**src/rtl/msg_streamer.sv**
```systemverilog
// Paced ASCII message streamer: plays one of four constant ROM strings
// over a valid/ready interface, with an optional inter-character gap and a loop mode.
module msg_streamer #(
  parameter int DIV_W = 8,
  parameter int LEN_W = 5
) (
  input  logic             clk,
  input  logic             rst,
  input  logic             en,
  input  logic             start,
  input  logic             stop,
  input  logic [1:0]       msg_sel,
  input  logic             loop,
  input  logic [DIV_W-1:0] div,
  input  logic             ready,
  output logic [7:0]       data,
  output logic             valid,
  output logic             busy,
  output logic             done
);

  typedef enum logic [1:0] {IDLE, SEND, GAP} state_e;

  localparam logic [8*21-1:0] MSG0 = "Tajumulco Tacana Acat";
  localparam logic [8*13-1:0] MSG1 = "Soy de Zacapa";
  localparam logic [8*4-1:0]  MSG2 = "HOLA";
  localparam logic [8*10-1:0] MSG3 = "0123456789";

  // Characters are packed first-character-in-MSB, as the string literals lay them out.
  function automatic logic [7:0] rom_char(input logic [1:0] sel, input logic [LEN_W-1:0] idx);
    logic [7:0] c;
    int         i;
    c = 8'h00;
    i = int'(idx);
    case (sel)
      2'd0:    if (i < 21) c = MSG0[8*(20-i) +: 8];
      2'd1:    if (i < 13) c = MSG1[8*(12-i) +: 8];
      2'd2:    if (i < 4)  c = MSG2[8*(3-i)  +: 8];
      default: if (i < 10) c = MSG3[8*(9-i)  +: 8];
    endcase
    return c;
  endfunction

  function automatic logic [LEN_W-1:0] last_idx(input logic [1:0] sel);
    logic [LEN_W-1:0] l;
    case (sel)
      2'd0:    l = LEN_W'(20);
      2'd1:    l = LEN_W'(12);
      2'd2:    l = LEN_W'(3);
      default: l = LEN_W'(9);
    endcase
    return l;
  endfunction

  state_e           state_q, state_d;
  logic [LEN_W-1:0] idx_q, idx_d, idx_nxt;
  logic [DIV_W-1:0] cnt_q, cnt_d;
  logic [DIV_W-1:0] div_q, div_d;
  logic [1:0]       sel_q, sel_d;
  logic             loop_q, loop_d;
  logic [7:0]       data_q, data_d;
  logic             done_q, done_d;
  logic             is_last, hs;

  assign valid   = en && (state_q == SEND);
  assign hs      = valid && ready;
  assign busy    = (state_q != IDLE);
  assign data    = data_q;
  assign done    = done_q;
  assign is_last = (idx_q == last_idx(sel_q));
  assign idx_nxt = is_last ? '0 : idx_q + LEN_W'(1);

  always_comb begin
    // NOTE: every _d gets a default (hold) first so no path leaves it unassigned and infers a latch.
    state_d = state_q;
    idx_d   = idx_q;
    cnt_d   = cnt_q;
    div_d   = div_q;
    sel_d   = sel_q;
    loop_d  = loop_q;
    data_d  = data_q;
    done_d  = 1'b0;
    if (en) begin
      case (state_q)
        IDLE: begin
          if (start && !stop) begin
            state_d = SEND;
            sel_d   = msg_sel;
            loop_d  = loop;
            div_d   = div;
            idx_d   = '0;
            cnt_d   = '0;
            data_d  = rom_char(msg_sel, '0);
          end
        end
        SEND: begin
          // A stop coinciding with a handshake still delivers that character, then ends quietly.
          if (stop) begin
            state_d = IDLE;
          end else if (hs) begin
            if (is_last && !loop_q) begin
              state_d = IDLE;
              idx_d   = '0;
              done_d  = 1'b1;
            end else begin
              idx_d = idx_nxt;
              if (div_q == '0) begin
                data_d = rom_char(sel_q, idx_nxt);
              end else begin
                state_d = GAP;
                cnt_d   = div_q;
              end
            end
          end
        end
        GAP: begin
          if (stop) begin
            state_d = IDLE;
          end else if (cnt_q <= DIV_W'(1)) begin
            state_d = SEND;
            cnt_d   = '0;
            data_d  = rom_char(sel_q, idx_q);
          end else begin
            cnt_d = cnt_q - DIV_W'(1);
          end
        end
        default: state_d = IDLE;
      endcase
    end
  end

  always_ff @(posedge clk) begin
    // NOTE: non-blocking assignments so every flop samples the pre-edge values of the others.
    if (rst) begin
      state_q <= IDLE;
      idx_q   <= '0;
      cnt_q   <= '0;
      div_q   <= '0;
      sel_q   <= '0;
      loop_q  <= 1'b0;
      data_q  <= 8'h00;
      done_q  <= 1'b0;
    end else begin
      state_q <= state_d;
      idx_q   <= idx_d;
      cnt_q   <= cnt_d;
      div_q   <= div_d;
      sel_q   <= sel_d;
      loop_q  <= loop_d;
      data_q  <= data_d;
      done_q  <= done_d;
    end
  end

endmodule

```
**config.mk**
```make
export PLATFORM = sky130hd
export DESIGN_NAME = msg_streamer
export DESIGN_NICKNAME = d
export VERILOG_FILES = /design/src/rtl/msg_streamer.sv
export SDC_FILE = /design/constraint.sdc
export NUM_CORES = 1
export LEC_CHECK = 0
export ABC_AREA = 0
export CAP_MARGIN = 20
export CORE_MARGIN = 5
export CORE_UTILIZATION = 30
export DETAILED_ROUTE_END_ITERATION = 6
export DONT_BUFFER_PORTS = 1
export PLACE_DENSITY = 0.5
export SLEW_MARGIN = 20
export SYNTH_ARGS = -nofsm -noshare
export SYNTH_HDL_FRONTEND = slang
export SYNTH_SLANG_ARGS = --single-unit
```
**constraint.sdc**
```tcl
create_clock -name clk -period 4.4 [get_ports clk]
set_input_delay 0.88 -clock clk [delete_from_list [all_inputs] [get_ports clk]]
set_output_delay 0.88 -clock clk [all_outputs]
set_load 0.005 [all_outputs]
```
==> Implementation_results.wiki, run 1 <==
{| class="wikitable"
! Metric !! Value
|-
| Layout cell share with drive strength beyond 1 || 0.101
|-
| PostCTS Resize Cnt || 0
|-
| Maximum clock skew at final layout || 0.00903 ns
|-
| CP Data Required Time || 4.62 ns
|-
| Via density per instance || 5.98
|-
| Total design power || ~810 uW
|-
| Setup_tns || 0 ns
|-
| Final count of pins violating max slew || 0
|-
| Predominant post-synthesis flop cell || dfxtp_1
|-
| Number of register bits inferred by synthesis || 34
|-
| Final cell area excluding filler cells || about 4600 um^2
|-
| Final worst path period share || 0.909
|-
| Worst hold path type || flop to flop
|-
| Number of antenna violations at the first check in global routing || 0
|-
| Placed Area || about 4400 um^2
|-
| Share of async-settable or async-resettable flops after synthesis || 0
|-
| Gate count of the mapped netlist || 611
|-
| Die height || between 100 and 150 um
|-
| Die W || 129 um
|-
| Site Rows || 43
|-
| Cell count of the worst hold path || 2
|-
| Endpoint arrival time on the critical path || approximately 4.2 ns
|-
| Wire length of the first global-routing pass || 23500 um
|-
| Max stage delay on crit path || approximately 0.55 ns
|-
| Total congestion overflow after global routing || 0
|-
| Result of the run || completed
|-
| Crit Reg-Reg Endpoint || data[1]
|-
| Cell family with most CP delay || compound AO/OA/AOI/OAI gates
|-
| Number of different library cells in the post-synthesis netlist || 84
|-
| Area of the mapped netlist || 4240 um^2
|-
| Buffers added on ports || 0
|-
| Number of buffers on the longest clock path || 2
|-
| Number of nets with antenna violations after detailed routing || 0
|-
| Register-to-register setup slack || approximately 0.40 ns
|-
| Fraction of the yosys area taken by sequential cells || 0.160
|-
| Chain of cells forming the critical path || nor3b_1 -> and4_1 -> o31ai_4 -> nand2_4 -> inv_6 -> ha_1 -> and4b_1 -> a31o_2 -> a211oi_2 -> nor2_1 -> buf_4 -> a2111o_1 -> a221oi_1 -> o311ai_1 -> a21oi_1
|-
| Clock Latency Late Sink || 0.28 ns
|-
| Area growth syn-to-layout || 7.55%
|-
| CTS H-tree depth || 2
|-
| Peak supply drop || 0.175 mV
|-
| Final hold vios || 0
|-
| Type of the worst setup path || flop to flop
|-
| Root buffer cell || clkbuf_16
|-
| CTS hold repair buffers || 0
|-
| Detailed Route WL || 14400 um
|-
| Total number of vias || approximately 4600
|-
| Largest net degree at the start of global routing || 33
|-
| Max-cap violations || 0
|-
| Post-Syn Area per Cell || 6.95 um^2
|-
| Unrepaired setup endpoints after global routing || false
|-
| Final RePlAce weighted congestion || 0.936
|-
| Worst hold slack || 0.469 ns
|-
| CTS tree || done
|-
| Power density over the cells || 178 nW/um^2
|-
| Number of top-level pins || 28
|-
| Final-report setup violation count || 0
|-
| Clock-pin slew of the registers on the worst-case setup and hold paths || roughly 0.060 ns
|-
| Leakage power total || around 1.7 nW
|-
| Initial cell density of the core || 0.306
|-
| Relative slew slack || 0.351
|-
| Number of iterations in the first detailed-routing pass || 7
|-
| Biggest fanout along the worst timing path || 14
|-
| Minimum clock period || between 4 and 5 ns
|-
| Via count of the first global-routing pass || roughly 4500
|-
| Number of nets at the end of the flow || 637
|-
| Hold path endpoint || div_q[5]
|-
| Mapped Nets || 652
|-
| Count of antenna diodes in the layout || 0
|-
| Number of enable-type register cells in the synthesized netlist || 0
|-
| Pin slew with the least headroom to its limit || just under 1 ns
|-
| Number of setup buffers added after CTS || 0
|-
| Number of remaining DRC errors || 0
|-
| TritonCTS sink count || 34
|-
| Combined buffer and inverter count along the critical path || 2
|-
| Count of cells along the worst register-to-register path || 15
|-
| Element type at the critical path end || flop
|-
| Half-perimeter wire length after placement || around 11000 um
|-
| Startpoint Class || flop
|-
| Die area || 16600 um^2
|-
| First DRT Iteration DRCs || between 500 and 600
|-
| Final design utilization || 0.329
|-
| Standard cell with the maximum stage delay on the critical path || dfxtp_1
|-
| Average wire length per cell after detail routing || around 18 um
|-
| TritonCTS Buffers || 5
|-
| Fillers || 1522
|-
| Worst hold start || div_q[5]
|-
| Global-route usage over all layers || 0.173
|-
| Startpoint of the worst register-to-register path || sel_q[0]
|-
| Maximum clock frequency || 0.250 GHz
|-
| Core area || ~14000 um^2
|-
| Warnings, synthesis || 0
|}
[layout by cell type, fill, tap and decap left out, types with 12 or more instances in the layout]
cell type	instances
a21oi_1	70
buf_4	22
dfxtp_1	34
ha_1	24
inv_1	19
nand2_1	84
nand3_1	24
nor2_1	48
nor3_1	15
o211ai_1	12
o21ai_0	57
xnor2_1	15
[layer usage]
| layer | share of wire | up-vias | wire [um] | global-route usage |
|---|---|---|---|---|
| li1 | - | 2212 | - | - |
| met1 | 0.44 | 2228 | 6330 | 0.221 |
| met2 | 0.48 | 169 | 6930 | 0.295 |
| met3 | 0.046 | 35 | 660 | 0.0257 |
| met4 | 0.030 | 0 | 428 | 0.0655 |
| met5 | 0 | - | 0 | 0 |
[report_power, final]
group | total [mW] | internal, mW | switching, mW
clock network | 0.353 | 0.224 | 0.129
registers | 0.330 | 0.319 | 0.0114
logic | 0.129 | 0.0449 | 0.0840
[flip-flops by register name, indices dropped and copies added, names as in the netlist]
signal and cells:
cnt_q 8, div_q 8, data 7, idx_q 5, sel_q 2, state_q 2
done 1, loop_q 1
[area by class of cell]
class	instances	area, um^2	share of cell area
Clock buffer	7	143	0.0313
Clock inverter	1	5.00	0.00110
Inverter	24	95.1	0.0208
Multi-Input combinational cell	509	3250	0.712
Sequential cell	34	681	0.149
Tap cell	180	225	0.0493
Timing Repair Buffer	22	165	0.0362
[worst min-delay path: cells and delay by family, from the launching register on]
kind	cells	cell delay, ns
compound gates	1	0.05
simple gates	1	0.06
flops	1	0.32
[metrics by stage]
step           instances  worst slack (ns)
2_1_floorplan        611             0.715
3_3_place_gp         769             0.527
5_1_grt              777            0.0632
4_1_cts              777             0.429
3_5_place_dp         769             0.445
6_report             777             0.399
[logic make-up after synthesis]
| group | after synthesis | share of synthesized area |
|---|---|---|
| AO/OA/AOI/OAI | 229 | 0.366 |
| XOR/XNOR | 22 | 0.0534 |
| adder cells (fa/ha/maj) | 24 | 0.0708 |
| buffers and inverters | 68 | 0.0737 |
| flip-flops | 34 | 0.160 |
| multiplexers | 6 | 0.0144 |
| other | 1 | 0.000884 |
| AND/OR/NAND/NOR | 227 | 0.260 |
[worst max path at each step]
stage	start	to	slack, ns	depth (start not counted)
floorplan	idx_q[1]	data[1]	0.72	15
global placement	sel_q[0]	data[3]	0.53	15
detailed placement	sel_q[0]	data[1]	0.44	15
CTS	sel_q[0]	data[1]	0.43	15
global route	sel_q[0]	data[1]	0.06	15
finish	sel_q[0]	data[1]	0.40	15
[cells in the mapped netlist (3+ instances only)]
cell type   n  area share
a211oi_1    3      0.0053
mux2i_1     5       0.012
nor3_1     15       0.018
xnor2_1    15       0.031
or4_1       3      0.0053
nand2b_1    5      0.0074
o21ai_0    57       0.067
a31oi_1     9       0.013
o211ai_1   12       0.021
o21a_1      3      0.0053
nand2_1    84       0.074
a41o_1      3      0.0071
dfxtp_1    34        0.16
a211oi_2    3      0.0088
nand3_1    24       0.028
and3_1      5      0.0074
buf_4       7       0.012
or3_1       3      0.0044
ha_1       24       0.071
nor2_1     48       0.042
o32ai_1     3      0.0062
o31ai_1     8       0.014
clkinv_1    3      0.0027
nand4_1     4      0.0059
or2_2       7       0.010
inv_1      19       0.017
buf_2       9       0.011
a21o_1      5      0.0088
a21boi_0    6       0.011
nor4_1      9       0.013
o31a_1      3      0.0062
and2_1      3      0.0044
xor2_1      4      0.0083
nor2b_1     3      0.0044
a21oi_1    70       0.083
a22oi_1     9       0.016
a221oi_1    5       0.010
clkbuf_1   24       0.021
(Power assumes the default switching activity.)
==> inputs of run 2 (changes only) <==
==> constraint.sdc (replaced) <==
create_clock -name clk -period 5.01 [get_ports clk]
set_input_delay 0.501 -clock clk [delete_from_list [all_inputs] [get_ports clk]]
set_output_delay 0.501 -clock clk [all_outputs]
set_load 0.005 [all_outputs]
==> Implementation_results.wiki, run 2 (synthesis gave the netlist of run 1 again) <==
{| class="wikitable"
! Metric !! Value
|-
| Root buffer cell || clkbuf_16
|-
| Number of top-level pins || 28 (unchanged)
|-
| Maximum clock skew at final layout || 0.00812 ns (-0.000902 ns)
|-
| Least setup slack across all paths after layout || 0.706 ns (+0.307 ns)
|-
| Most used cells in the layout excluding fill and tap cells || nand2_1 (84), a21oi_1 (70), o21ai_0 (57), nor2_1 (48), dfxtp_1 (34)
|-
| Biggest fanout along the worst timing path || 15 (+1)
|-
| Unrepaired setup endpoints after global routing || false
|-
| Count of cells along the worst register-to-register path || 14 (-1)
|-
| CTS H-tree depth || 2 (unchanged)
|-
| Pin slew with the least headroom to its limit || 1.06 ns (+0.0880 ns)
|-
| Global-route usage over all layers || 0.166 (-0.00667)
|-
| Startpoint Class || flop
|-
| Buffers added on ports || 0 (unchanged)
|-
| Hold path endpoint || loop_q
|-
| TritonCTS sink count || 34 (unchanged)
|-
| TritonCTS Buffers || 5 (unchanged)
|-
| Power density over the cells || 165 nW/um^2 (-7.3%)
|-
| Number of nets at the end of the flow || 630 (-1.1%)
|-
| Number of iterations in the first detailed-routing pass || 7 (unchanged)
|-
| Number of buffers on the longest clock path || 2 (unchanged)
|-
| Worst hold path type || input port to flop
|-
| Final RePlAce weighted congestion || 0.945 (+0.94%)
|-
| Worst hold start || rst
|-
| Area growth syn-to-layout || 6.75%
|-
| Total congestion overflow after global routing || 0 (unchanged)
|-
| Post-placement setup slack || 0.763 ns (+0.318 ns)
|-
| Number of nets with antenna violations after detailed routing || 0 (unchanged)
|-
| Average wire length per cell after detail routing || 18.4 um (-0.40%)
|-
| Number of antenna violations at the first check in global routing || 0 (unchanged)
|-
| First DRT Iteration DRCs || 460 (-14%)
|-
| Met3 wirelength from detailed routing || 793 um (+20%)
|-
| Leakage power total || 1.67 nW (-1.9%)
|-
| Startpoint of the worst register-to-register path || sel_q[0]
|-
| Layout cell share with drive strength beyond 1 || 0.0898 (-0.0107)
|-
| Detailed Route WL || 14200 um (-1.3%)
|-
| Final worst path period share || 0.859 (-0.0503)
|-
| Total number of vias || 4585 (-1.3%)
|-
| Fillers || 1532 (+0.66%)
|-
| Final-report setup violation count || 0 (unchanged)
|-
| CTS hold repair buffers || 0 (unchanged)
|-
| Site Rows || 43 (unchanged)
|-
| Number of remaining DRC errors || 0 (unchanged)
|-
| Final count of pins violating max slew || 0 (unchanged)
|-
| Via count of the first global-routing pass || 4310 (-5.1%)
|-
| Routed wire length on met2 || 6630 um (-4.5%)
|-
| Final hold vios || 0 (unchanged)
|-
| CTS tree || done
|-
| CP Data Required Time || 5.17 ns (+0.55 ns)
|-
| PostCTS Resize Cnt || 0 (unchanged)
|-
| Result of the run || completed
|-
| Setup_tns || 0 ns (unchanged)
|-
| Total design power || 747 uW (-8.0%)
|-
| Core area || 13900 um^2 (unchanged)
|-
| Relative slew slack || 0.292 (-0.0590)
|-
| Clock Latency Late Sink || 0.28 ns (about the same)
|-
| Wire length of the first global-routing pass || 22600 um (-3.8%)
|-
| Crit Reg-Reg Endpoint || data[2]
|-
| Largest net degree at the start of global routing || 33 (unchanged)
|-
| Top routing layer used || met4
|-
| Endpoint arrival time on the critical path || 4.46 ns (+0.24 ns)
|-
| Minimum clock period || 4.30 ns (+0.303 ns)
|-
| Maximum clock frequency || 0.232 GHz (-7.0%)
|-
| Die W || 129 um (unchanged)
|-
| Number of setup buffers added after CTS || 0 (unchanged)
|-
| Half-perimeter wire length after placement || 10600 um (-1.9%)
|-
| Initial cell density of the core || 0.306 (unchanged)
|-
| Max-cap violations || 0 (unchanged)
|-
| Most common library cell in the layout ignoring fill and taps || nand2_1
|-
| Count of antenna diodes in the layout || 0 (unchanged)
|-
| Detailed-routing wirelength on met1 || 6330 um (about the same)
|-
| Clock-pin slew of the registers on the worst-case setup and hold paths || 0.06 ns (about the same)
|-
| Die height || 129 um (unchanged)
|-
| Register-to-register setup slack || 0.71 ns (+0.31 ns)
|-
| Type of the worst setup path || flop to flop
|-
| Peak supply drop || 0.161 mV (-8.0%)
|-
| Element type at the critical path end || flop
|-
| Cell count of the worst hold path || 1 (-1)
|-
| Via density per instance || 5.95 (-0.37%)
|-
| Die area || 16600 um^2 (unchanged)
|}
-- run 2: cell count changes in the layout (fill, tap and decap cells not counted), sizes merged --
cell      previous run  this run
clkinv               4         3
clkbuf               7         6
clkinvlp             0         1
buf                 22        15
bufinv               0         1
-- run 2: cell type report --
cell class,count,area [um^2],area share
inverters,24,95.1,0.0210
well taps,180,225,0.0497
clock buffers,6,129,0.0284
multi-input cells,509,3250,0.717
flip-flops and latches,34,681,0.150
clock inverters,2,37.5,0.00828
repair buffers,15,113,0.0249
-- run 2: worst max-delay path by stage --
stage                     slack [ns]  depth (start not counted)      end     start
after floorplan                 1.33                         15  data[1]  idx_q[1]
after global placement          0.90                         14  data[2]  idx_q[1]
after detailed placement        0.76                         14  data[2]  sel_q[0]
after CTS                       0.75                         14  data[2]  sel_q[0]
after global routing            0.28                         14  data[2]  sel_q[0]
final                           0.71                         14  data[2]  sel_q[0]
-- run 2: power breakdown --
group          internal [mW]  leakage (nW)  switching [mW]
Combinational         0.0393          1.32          0.0742
Clock                  0.234        0.0771           0.109
Sequential             0.280         0.276         0.00977
Total                  0.554          1.67           0.193
-- run 2: metal layers --
layer | track usage | vias up
met4 | 0.0618 | 0
met2 | 0.269 | 189
met5 | 0 | -
met1 | 0.226 | 2164
met3 | 0.0228 | 36
li1 | - | 2196
-- run 2: worst max-delay path: stages (launching register included) --
cell      delay, ns
dfxtp_1        0.56
nor3b_1        0.28
and4_1         0.41
o31ai_4        0.13
nand2_4        0.12
inv_6          0.08
ha_1           0.27
nor4b_1        0.42
a211oi_2       0.14
nor2_1         0.71
nor3_1         0.18
and3_1         0.25
or4_1          0.39
o21ai_1        0.16
a211oi_2       0.09
-- run 2: stage by stage --
stage          instances  hold WS, ns   util  instance area (um^2)
6_report             770        0.291  0.326                  4530
2_1_floorplan        611        0.445      -                  4240
3_5_place_dp         762        0.462  0.314                  4360
3_3_place_gp         762        0.460  0.314                  4360
5_1_grt              770        0.282  0.326                  4530
4_1_cts              770        0.284  0.326                  4530
==> inputs of run 3 (changes only) <==
--- a/config.mk
+++ b/config.mk
@@ -7,3 +7,3 @@
 export LEC_CHECK = 0
-export ABC_AREA = 0
+export ABC_AREA = 1
 export CAP_MARGIN = 20
==> constraint.sdc (replaced) <==
create_clock -name clk -period 5.01 [get_ports clk]
set_input_delay 1.2525 -clock clk [delete_from_list [all_inputs] [get_ports clk]]
set_output_delay 1.2525 -clock clk [all_outputs]
set_load 0.005 [all_outputs]
==> Implementation_results.wiki, run 3 <==
{| class="wikitable"
! Metric !! Value
|-
| First DRT Iteration DRCs || 481 (+4.6%)
|-
| Count of cells along the worst register-to-register path || 19 (+5)
|-
| Predominant post-synthesis flop cell || dfxtp_1
|-
| CTS hold repair buffers || 0 (unchanged)
|-
| Clock Latency Late Sink || 0.27 ns (about the same)
|-
| Initial cell density of the core || 0.306 (+0.000515)
|-
| Via count of the first global-routing pass || 4141 (-3.9%)
|-
| Share of async-settable or async-resettable flops after synthesis || 0 (unchanged)
|-
| Number of buffers on the longest clock path || 2 (unchanged)
|-
| Half-perimeter wire length after placement || 9910 um (-6.4%)
|-
| Routed wire length on met2 || 5710 um (-14%)
|-
| Type of the worst setup path || flop to flop
|-
| Top routing layer used || met4
|-
| Number of nets at the end of the flow || 719 (+14%)
|-
| Detailed-routing wirelength on met1 || 5950 um (-6.0%)
|-
| Area growth syn-to-layout || 7.19%
|-
| Final RePlAce weighted congestion || 0.944 (-0.14%)
|-
| Relative slew slack || 0.517 (+0.226)
|-
| Biggest fanout along the worst timing path || 18 (+3)
|-
| Fraction of the yosys area taken by sequential cells || 0.176 (+0.0157)
|-
| Register-to-register setup slack || 0.79 ns (+0.08 ns)
|-
| Result of the run || completed
|-
| Count of antenna diodes in the layout || 0 (unchanged)
|-
| PostCTS Resize Cnt || 0 (unchanged)
|-
| Detailed Route WL || 12700 um (-10%)
|-
| Die area || 15300 um^2 (-8.3%)
|-
| CP Data Required Time || 5.22 ns (+0.05 ns)
|-
| Average wire length per cell after detail routing || 14.9 um (-19%)
|-
| TritonCTS sink count || 34 (unchanged)
|-
| Max-cap violations || 0 (unchanged)
|-
| Area used by multi-input combinational logic || 2790 um^2 (-14%)
|-
| Fillers || 1451 (-5.3%)
|-
| Setup crit start || idx_q[0]
|-
| Element type at the critical path end || flop
|-
| Startpoint Class || flop
|-
| CTS H-tree depth || 2 (unchanged)
|-
| Power density over the cells || 238 nW/um^2 (+44%)
|-
| Number of iterations in the first detailed-routing pass || 5 (-2)
|-
| Number of remaining DRC errors || 0 (unchanged)
|-
| Total design power || 984 uW (+32%)
|-
| Total number of vias || 4454 (-2.9%)
|-
| Most used cells in the layout excluding fill and tap cells || nand2_1 (212), nor2_1 (76), inv_1 (65), a21oi_1 (60), o21ai_0 (57)
|-
| Maximum clock frequency || 0.237 GHz (+2.0%)
|-
| Number of antenna violations at the first check in global routing || 0 (unchanged)
|-
| Startpoint of the worst register-to-register path || idx_q[0]
|-
| Top-count cell post-synth || nand2_1
|-
| Largest net degree at the start of global routing || 19 (-42%)
|-
| Top-area cell type share of the netlist area || 0.206 (+0.0455)
|-
| Final worst path period share || 0.842 (-0.0168)
|-
| Clock-pin slew of the registers on the worst-case setup and hold paths || 0.05 ns (about the same)
|-
| Number of top-level pins || 28 (unchanged)
|-
| Warnings, synthesis || 0 (unchanged)
|-
| Wire length of the first global-routing pass || 21100 um (-6.5%)
|-
| Global-route usage over all layers || 0.171 (+0.00475)
|-
| CTS tree || done
|-
| Number of enable-type register cells in the synthesized netlist || 0 (unchanged)
|-
| Number of setup buffers added after CTS || 0 (unchanged)
|-
| Mapped Nets || 733 (+12%)
|-
| Die height || 124 um (-4.2%)
|-
| Gate count of the mapped netlist || 692 (+13%)
|-
| Final-report setup violation count || 0 (unchanged)
|-
| Minimum clock period || 4.22 ns (-0.0842 ns)
|-
| Setup_tns || 0 ns (unchanged)
|-
| Final count of pins violating max slew || 0 (unchanged)
|-
| Total congestion overflow after global routing || 0 (unchanged)
|-
| Buffers added on ports || 0 (unchanged)
|-
| Crit Reg-Reg Endpoint || data[5]
|-
| Root buffer cell || clkbuf_16
|-
| Post-Syn Area per Cell || 5.59 um^2 (-20%)
|-
| Worst hold path type || flop to flop
|-
| Largest cells by area after synthesis || nand2_1 (21%), dfxtp_1 (18%), a21oi_1 (7.8%), ha_1 (7.8%), o21ai_0 (7.4%)
|-
| Number of register bits inferred by synthesis || 34 (unchanged)
|-
| Number of nets with antenna violations after detailed routing || 0 (unchanged)
|-
| Largest area contributor in the netlist || nand2_1
|-
| Endpoint arrival time on the critical path || 4.43 ns (-0.03 ns)
|-
| Most used standard cells in the synthesized netlist || nand2_1 (212), nor2_1 (76), inv_1 (65), a21oi_1 (60), o21ai_0 (57)
|-
| Peak supply drop || 0.201 mV (+25%)
|-
| Via density per instance || 5.23 (-12%)
|-
| Unrepaired setup endpoints after global routing || false
|-
| Leakage power total || 1.87 nW (+12%)
|-
| Maximum clock skew at final layout || 0.00343 ns (-0.00469 ns)
|-
| Core area || 12600 um^2 (-9.1%)
|-
| Capture point of the critical path || data[5]
|-
| Number of different library cells in the post-synthesis netlist || 42 (-50%)
|-
| Pin slew with the least headroom to its limit || 0.717 ns (-0.339 ns)
|-
| Most common library cell in the layout ignoring fill and taps || nand2_1
|-
| Die W || 124 um (-4.2%)
|-
| Layout cell share with drive strength beyond 1 || 0.0501 (-0.0398)
|-
| Site Rows || 41 (-4.7%)
|-
| Met3 wirelength from detailed routing || 849 um (+7.1%)
|-
| Footprint of the flip-flops and latches || 681 um^2 (unchanged)
|-
| Final hold vios || 0 (unchanged)
|-
| Area of the mapped netlist || 3860 um^2 (-8.9%)
|-
| TritonCTS Buffers || 5 (unchanged)
|}
-- run 3: cell types whose count changed after synthesis, moves of 7 or more --
cell and delta:
nand2_1 +128, inv_1 +46, nor2_1 +28, nand3_1 +16, clkbuf_1 -15, xnor2_1 -12, a21oi_1 -10, a22oi_1 -9
inv_2 +9, nor3_1 -8, o211ai_1 -8, nand2_2 +7, o21ai_1 +7
-- run 3: final cells by class --
cell class	count	area share
clock buffer	8	0.0402
multi-input combinational	560	0.674
tap	172	0.0519
inverter	77	0.0698
sequential	34	0.164
-- run 3: metrics by stage --
stage | utilization | setup slack [ns] | instances | instance area (um^2) | hold slack (ns)
2_1_floorplan | - | 2.02 | 692 | 3860 | 0.439
3_3_place_gp | 0.315 | 0.856 | 843 | 3980 | 0.481
3_5_place_dp | 0.315 | 0.877 | 843 | 3980 | 0.496
4_1_cts | 0.328 | 0.857 | 851 | 4140 | 0.508
5_1_grt | 0.328 | 0.304 | 851 | 4140 | 0.533
6_report | 0.328 | 0.790 | 851 | 4140 | 0.495
-- run 3: layer usage --
metal	vias to the layer above	track usage
met1	1988	0.243
met2	201	0.268
li1	2247	-
met4	0	0.0367
met3	18	0.0334
met5	-	0
-- run 3: worst max-delay path, stage by stage, from the launching register on --
cell and delay (ns):
dfxtp_1 0.70, inv_1 0.35, ha_1 0.53, inv_1 0.26, nor2_2 0.32, inv_1 0.16, ha_1 0.27, nand2_1 0.11
nand4_1 0.13, nand2_2 0.27, inv_2 0.18, nor2_2 0.19, nand2_1 0.08, a21oi_1 0.18, nand2_1 0.07, nand2_1 0.06
nand2_1 0.05, nand2_1 0.05, nand2_1 0.05, a21oi_1 0.13
-- run 3: worst min-delay path by stage --
stage,startpoint,endpoint,slack [ns],cells after the start
2_1_floorplan,div_q[3],div_q[3],0.44,2
3_3_place_gp,cnt_q[6],cnt_q[6],0.48,2
3_5_place_dp,cnt_q[7],cnt_q[7],0.50,2
4_1_cts,cnt_q[7],cnt_q[7],0.51,2
5_1_grt,data[6],data[6],0.53,2
6_report,data[6],data[6],0.49,2
-- run 3: where the power goes --
part           leakage, nW  internal, mW  total [mW]  switching (mW)
Clock               0.0832         0.225       0.335           0.110
Combinational         1.51         0.107       0.326           0.219
Sequential           0.277         0.297       0.323          0.0260
-- run 3: kinds of logic (layout without fill, tap and decap cells) --
family          count (synthesis)  after routing  synth area share
compound gates                156            156             0.221
xor+xnor                       11             11            0.0269
fa+ha+maj                      24             24            0.0777
buf+inv                        98             85             0.102
flops                          34             34             0.176
other cells                     1              1          0.000970
simple gates                  368            368             0.396
